[src/rtl/mem_arbiter.sv]
// -----------------------------------------------------------------------------
// mem_arbiter
//
// Shares one RAM port between the instruction-fetch and data load/store
// requesters of CPUS cores. One access is in flight at a time. Cores are
// served round-robin, and inside a core a data request beats an instruction
// request.
//
// Handshake (every requester): a request (iREN, or dREN/dWEN) is held high
// until its wait output reads 0 in the same cycle. In that cycle the access
// is complete and, for reads, the load output carries the RAM data. A request
// with its enable low sees wait = 0. Dropping a request before completion
// abandons it, and nothing is signalled for it.
//
// Ports
//   CLK, nRST          clock; synchronous active-low reset
//   iREN/iaddr         per-core instruction read request and address
//   iwait/iload        per-core instruction wait and read data
//   dREN/dWEN          per-core data read / write request (write wins if both)
//   daddr/dstore       per-core data address and write data
//   dwait/dload        per-core data wait and read data
//   ramREN/ramWEN      RAM read / write enable
//   ramaddr/ramstore   RAM address and write data
//   ramload/ram_ready  RAM read data and completion strobe
//   fsm_state          debug view of the FSM: 0 = IDLE, 1 = ACCESS
// -----------------------------------------------------------------------------
module mem_arbiter #(
    parameter int CPUS   = 2,
    parameter int WORD_W = 32
) (
    input  logic                        CLK,
    input  logic                        nRST,
    input  logic [CPUS-1:0]             iREN,
    input  logic [CPUS-1:0][WORD_W-1:0] iaddr,
    output logic [CPUS-1:0]             iwait,
    output logic [CPUS-1:0][WORD_W-1:0] iload,
    input  logic [CPUS-1:0]             dREN,
    input  logic [CPUS-1:0]             dWEN,
    input  logic [CPUS-1:0][WORD_W-1:0] daddr,
    input  logic [CPUS-1:0][WORD_W-1:0] dstore,
    output logic [CPUS-1:0]             dwait,
    output logic [CPUS-1:0][WORD_W-1:0] dload,
    output logic                        ramREN,
    output logic                        ramWEN,
    output logic [WORD_W-1:0]           ramaddr,
    output logic [WORD_W-1:0]           ramstore,
    input  logic [WORD_W-1:0]           ramload,
    input  logic                        ram_ready,
    output logic                        fsm_state
);

    // A single core still needs a 1-bit index register.
    localparam int GW = (CPUS > 1) ? $clog2(CPUS) : 1;

    typedef enum logic {
        IDLE   = 1'b0,
        ACCESS = 1'b1
    } state_t;

    state_t          state, state_next;
    logic [GW-1:0]   grant_core, grant_core_next;
    logic [GW-1:0]   last_core, last_core_next;
    logic            grant_is_data, grant_is_data_next;

    logic [CPUS-1:0] req_any;
    logic [CPUS-1:0] gsel;

    logic            pick_found;
    logic [GW-1:0]   pick_core;
    logic            pick_is_data;

    logic            g_iren, g_dren, g_dwen;
    logic [WORD_W-1:0] g_iaddr, g_daddr, g_dstore;
    logic            grant_active;
    logic            complete;

    assign fsm_state = (state == ACCESS);

    // Per-core request summary and one-hot decode of the granted core.
    always_comb begin
        req_any = '0;
        gsel    = '0;
        for (int c = 0; c < CPUS; c++) begin
            req_any[c] = iREN[c] | dREN[c] | dWEN[c];
            gsel[c]    = (grant_core == GW'(c));
        end
    end

    // Round-robin pick: the scan starts one past the last completed core,
    // so the core served most recently is considered last.
    always_comb begin
        pick_found   = 1'b0;
        pick_core    = '0;
        pick_is_data = 1'b0;
        for (int i = 0; i < CPUS; i++) begin
            for (int c = 0; c < CPUS; c++) begin
                if (!pick_found && (c == ((int'(last_core) + 1 + i) % CPUS)) && req_any[c]) begin
                    pick_found   = 1'b1;
                    pick_core    = GW'(c);
                    pick_is_data = dREN[c] | dWEN[c];
                end
            end
        end
    end

    // Signals of the granted requester, selected by the one-hot decode.
    always_comb begin
        g_iren   = 1'b0;
        g_dren   = 1'b0;
        g_dwen   = 1'b0;
        g_iaddr  = '0;
        g_daddr  = '0;
        g_dstore = '0;
        for (int c = 0; c < CPUS; c++) begin
            if (gsel[c]) begin
                g_iren   = iREN[c];
                g_dren   = dREN[c];
                g_dwen   = dWEN[c];
                g_iaddr  = iaddr[c];
                g_daddr  = daddr[c];
                g_dstore = dstore[c];
            end
        end
    end

    // The grant only counts while its own request line is still up; a
    // withdrawn request kills the RAM enables in the same cycle.
    always_comb begin
        grant_active = grant_is_data ? (g_dren | g_dwen) : g_iren;
        complete     = (state == ACCESS) & grant_active & ram_ready;
    end

    always_ff @(posedge CLK) begin
        if (!nRST) begin
            state         <= IDLE;
            grant_core    <= '0;
            grant_is_data <= 1'b0;
            last_core     <= GW'(CPUS - 1);
        end else begin
            state         <= state_next;
            grant_core    <= grant_core_next;
            grant_is_data <= grant_is_data_next;
            last_core     <= last_core_next;
        end
    end

    always_comb begin
        state_next         = state;
        grant_core_next    = grant_core;
        grant_is_data_next = grant_is_data;
        last_core_next     = last_core;
        case (state)
            IDLE: begin
                if (pick_found) begin
                    state_next         = ACCESS;
                    grant_core_next    = pick_core;
                    grant_is_data_next = pick_is_data;
                end
            end
            ACCESS: begin
                if (!grant_active) begin
                    // Withdrawal wins over a simultaneous ram_ready.
                    state_next = IDLE;
                end else if (ram_ready) begin
                    state_next     = IDLE;
                    last_core_next = grant_core;
                end
            end
            default: state_next = IDLE;
        endcase
    end

    // RAM port drive.
    always_comb begin
        ramREN   = 1'b0;
        ramWEN   = 1'b0;
        ramaddr  = '0;
        ramstore = '0;
        if ((state == ACCESS) && grant_active) begin
            if (grant_is_data) begin
                ramWEN   = g_dwen;
                ramREN   = g_dren & ~g_dwen;
                ramaddr  = g_daddr;
                ramstore = g_dstore;
            end else begin
                ramREN  = 1'b1;
                ramaddr = g_iaddr;
            end
        end
    end

    // Requester-side wait and load outputs.
    always_comb begin
        iwait = '0;
        dwait = '0;
        iload = '0;
        dload = '0;
        for (int c = 0; c < CPUS; c++) begin
            iwait[c] = iREN[c] & ~(complete & gsel[c] & ~grant_is_data);
            dwait[c] = (dREN[c] | dWEN[c]) & ~(complete & gsel[c] & grant_is_data);
            if (complete && gsel[c] && !grant_is_data) begin
                iload[c] = ramload;
            end
            if (complete && gsel[c] && grant_is_data) begin
                dload[c] = ramload;
            end
        end
    end

endmodule

[config.mk]
export PLATFORM = sky130hd
export DESIGN_NAME = mem_arbiter
export DESIGN_NICKNAME = d
export VERILOG_FILES = /design/src/rtl/mem_arbiter.sv
export SDC_FILE = /design/constraint.sdc
export NUM_CORES = 1
export LEC_CHECK = 0
export BUFFER_PORTS_ARGS = -buffer_cell sky130_fd_sc_hd__buf_4
export CORE_AREA = 4 4 168 170
export DETAILED_ROUTE_END_ITERATION = 12
export DIE_AREA = 0 0 172 174
export GPL_TIMING_DRIVEN = 0
export PLACE_DENSITY = 0.37
export SLEW_MARGIN = 30
export SYNTH_ARGS = -nofsm -noshare
export SYNTH_HDL_FRONTEND = slang
export SYNTH_SLANG_ARGS = --single-unit
[constraint.sdc]
create_clock -name CLK -period 3.4 [get_ports CLK]
set_clock_uncertainty 0.05 [all_clocks]
set_input_delay 0.51 -clock CLK [delete_from_list [all_inputs] [get_ports CLK]]
set_output_delay 0.51 -clock CLK [all_outputs]
set_load 0.1 [all_outputs]
==> metrics <==
I/O Pins around 430; clock sinks 4; Clock transition at path regs 0.03 ns; Mapped Nets ~570; arrival time at the worst endpoint roughly 2.4 ns; area fraction of the dominant cell type after synthesis slightly below 30%; max-cap violation count 0; count of cell types in the netlist 29; Final Max Tran Viols 0; share of layout cells above drive strength 1 approximately 65%; HPWL after DPL about 17000 um; FMAX between 0.3 and 0.4 GHz; Worst Hold Endpoint fsm_state$_SDFF_PN0_; static leakage about 3.2 nW; post-CTS setup buffers 0; slowest stage cell, crit path nor4b_4; most common cell after layout, fill and taps aside buf_4; WS Path Type register to primary output; Layout area overhead 137%; RR Endpoint last_core$_SDFFE_PN1P_; CTS tree done; Syn Area/Cell roughly 8.1 um2; Final Instance Area about 6500 um2; Post-Route WL roughly 19000 um; CP delay by family, top simple AND/OR/NAND/NOR gates; critical path endpoint category primary output; H-tree levels 1; die area ~30000 um2; RSZ-0062 raised after global routing false; clock latency on the worst-skew pair between 0.2 and 0.25 ns; hold_sp ram_ready; number of global-route vias before repair between 4000 and 5000; # resized after CTS 0; WP buf/inv 3; Slew HR about three fifths; Period Utilization, post-route a little under nine tenths; ANT cells 0; Crit path largest cell delay 0.57 ns; Clock Path Buffers 2; DP Area between 6000 and 7000 um2; top cells by area, synth and2_1, mux4_2, mux2i_1; post-DR vias/cell between 3 and 4; first-pass GRT wire length 26600 um; worst slew pin tran between 0.5 and 0.6 ns; drt drc 0; initial drt markers 64; gr usage total between 10 and 15%; grt ovf 0; CORE AREA roughly 27000 um2; R2R Setup Slk about 1.8 ns; R2R cell count 5; CTS Hold Bufs 0; Fin. Hold Viols 0; starting density of the core approximately 10%; hold depth 2; number of warnings issued by yosys 0; Crit path required time ~2.8 ns; # nets final just over 1000; Mapped Area approximately 2700 um2; FP Rows 60; register area share after synthesis ~2.9%; final worst setup slack about 0.47 ns; Hold WS 0.451 ns; Crit path top cell by count buf_4; routed length per instance between 15 and 20 um; worst vdd ir about 0.00012 V; die width 172 um; CTS root buf clkbuf_16; Hold Crit Class input port to register; largest net degree at the start of global routing 11; final-layout fill cell count between 2000 and 3000; critical-path maximum fanout 10; total negative slack 0 ns; placed cells between 1000 and 1500; pre-CTS setup slack between 0.5 and 0.6 ns; Vias about 4200; endpoints failing setup 0; status finished clean; Non-Filler Instances 1114; cell-by-cell trace of the critical path buf_4 -> nand2_1 -> nor4b_4 -> clkbuf_1 -> and2_1 -> buf_4; Power Dens Cells 232 nW/um2; drt pass-1 iters 4; FF-to-FF Start grant_is_data$_SDFFE_PN0P_; area leader, netlist and2_1; die height between 150 and 200 um; startpoint types register; flops & latches, synth 4; Tmin final 2.93 ns; # port buffers approximately 430; total CTS buffers 3; final core utilization about 24%; synthesized instance count roughly 340; initial antenna violation count 0; RD Place Congestion about 0.74; Final Power about 1.5 mW; remaining antenna violation count after routing 0; highest-count cells in the layout ignoring fill and taps buf_4, and2_1, nor2b_1, mux2i_1, mux4_2
layout make-up:
type	instances	area, um2	area share, %
plain buffers	32	183	2.81
inverters	3	11.3	0.173
repair buffers	431	3240	49.8
flip-flops and latches	4	80.1	1.23
multi-input cells	300	2480	38.2
clock buffers	3	75.1	1.16
well taps	341	427	6.57
worst max-delay path by stage:
stage / from / endpoint / cells after the start
2_1_floorplan: fsm_state$_SDFF_PN0_ / ramstore[11] / 6
3_3_place_gp: ram_ready / dload[11] / 6
3_5_place_dp: ram_ready / iload[60] / 6
4_1_cts: grant_core$_SDFFE_PN0P_ / iload[60] / 6
5_1_grt: grant_core$_SDFFE_PN0P_ / iload[60] / 6
6_report: fsm_state$_SDFF_PN0_ / dload[11] / 6
power by group:
group / internal (mW) / switching (mW)
Combinational: 0.436 / 0.830
Clock: 0.150 / 0.0345
Sequential: 0.0521 / 0.00376
layer usage:
metal / vias up / track usage, % / share of wire [%]
met5: - / 0 / 0
met2: 258 / 23.3 / 55
met3: 10 / 3.30 / 11
li1: 2025 / - / -
met1: 1899 / 11.6 / 34
met4: 0 / 1.28 / 0.86
worst reg2reg max path: stages, from the launching register on:
cell and delay, ns:
dfxtp_1 0.40, buf_2 0.33, buf_2 0.37, a21oi_1 0.11, nand2_1 0.08, o211ai_1 0.08
cell families (layout without fill, tap and decap cells):
kind of cell	Yosys count	after routing	share of synthesized area [%]
muxes	65	65	38.3
buffers and inverters	35	469	7.07
and+or+nand+nor	220	220	48.1
AOI/OAI and AO/OA	15	15	3.56
DFF	4	4	2.92
flip-flops by register name, summed over array words and instances, names as in the netlist:
register       flops
last_core          1
grant_core         1
grant_is_data      1
fsm_state          1
cells in the mapped netlist, drive strengths merged:
library cell / count
nor2b: 35
o32a: 1
buf: 20
o41ai: 1
o21ai: 3
nand3b: 1
mux2i: 33
nor3b: 5
a211o: 1
nand2: 7
dfxtp: 4
and2: 128
o211ai: 1
mux4: 32
nor4b: 1
nand3: 1
o21a: 1
nor3: 3
clkbuf: 12
nor2: 38
inv: 3
a21oi: 5
o311ai: 1
a31oi: 1
or3: 1
(Power assumes the default switching activity.)
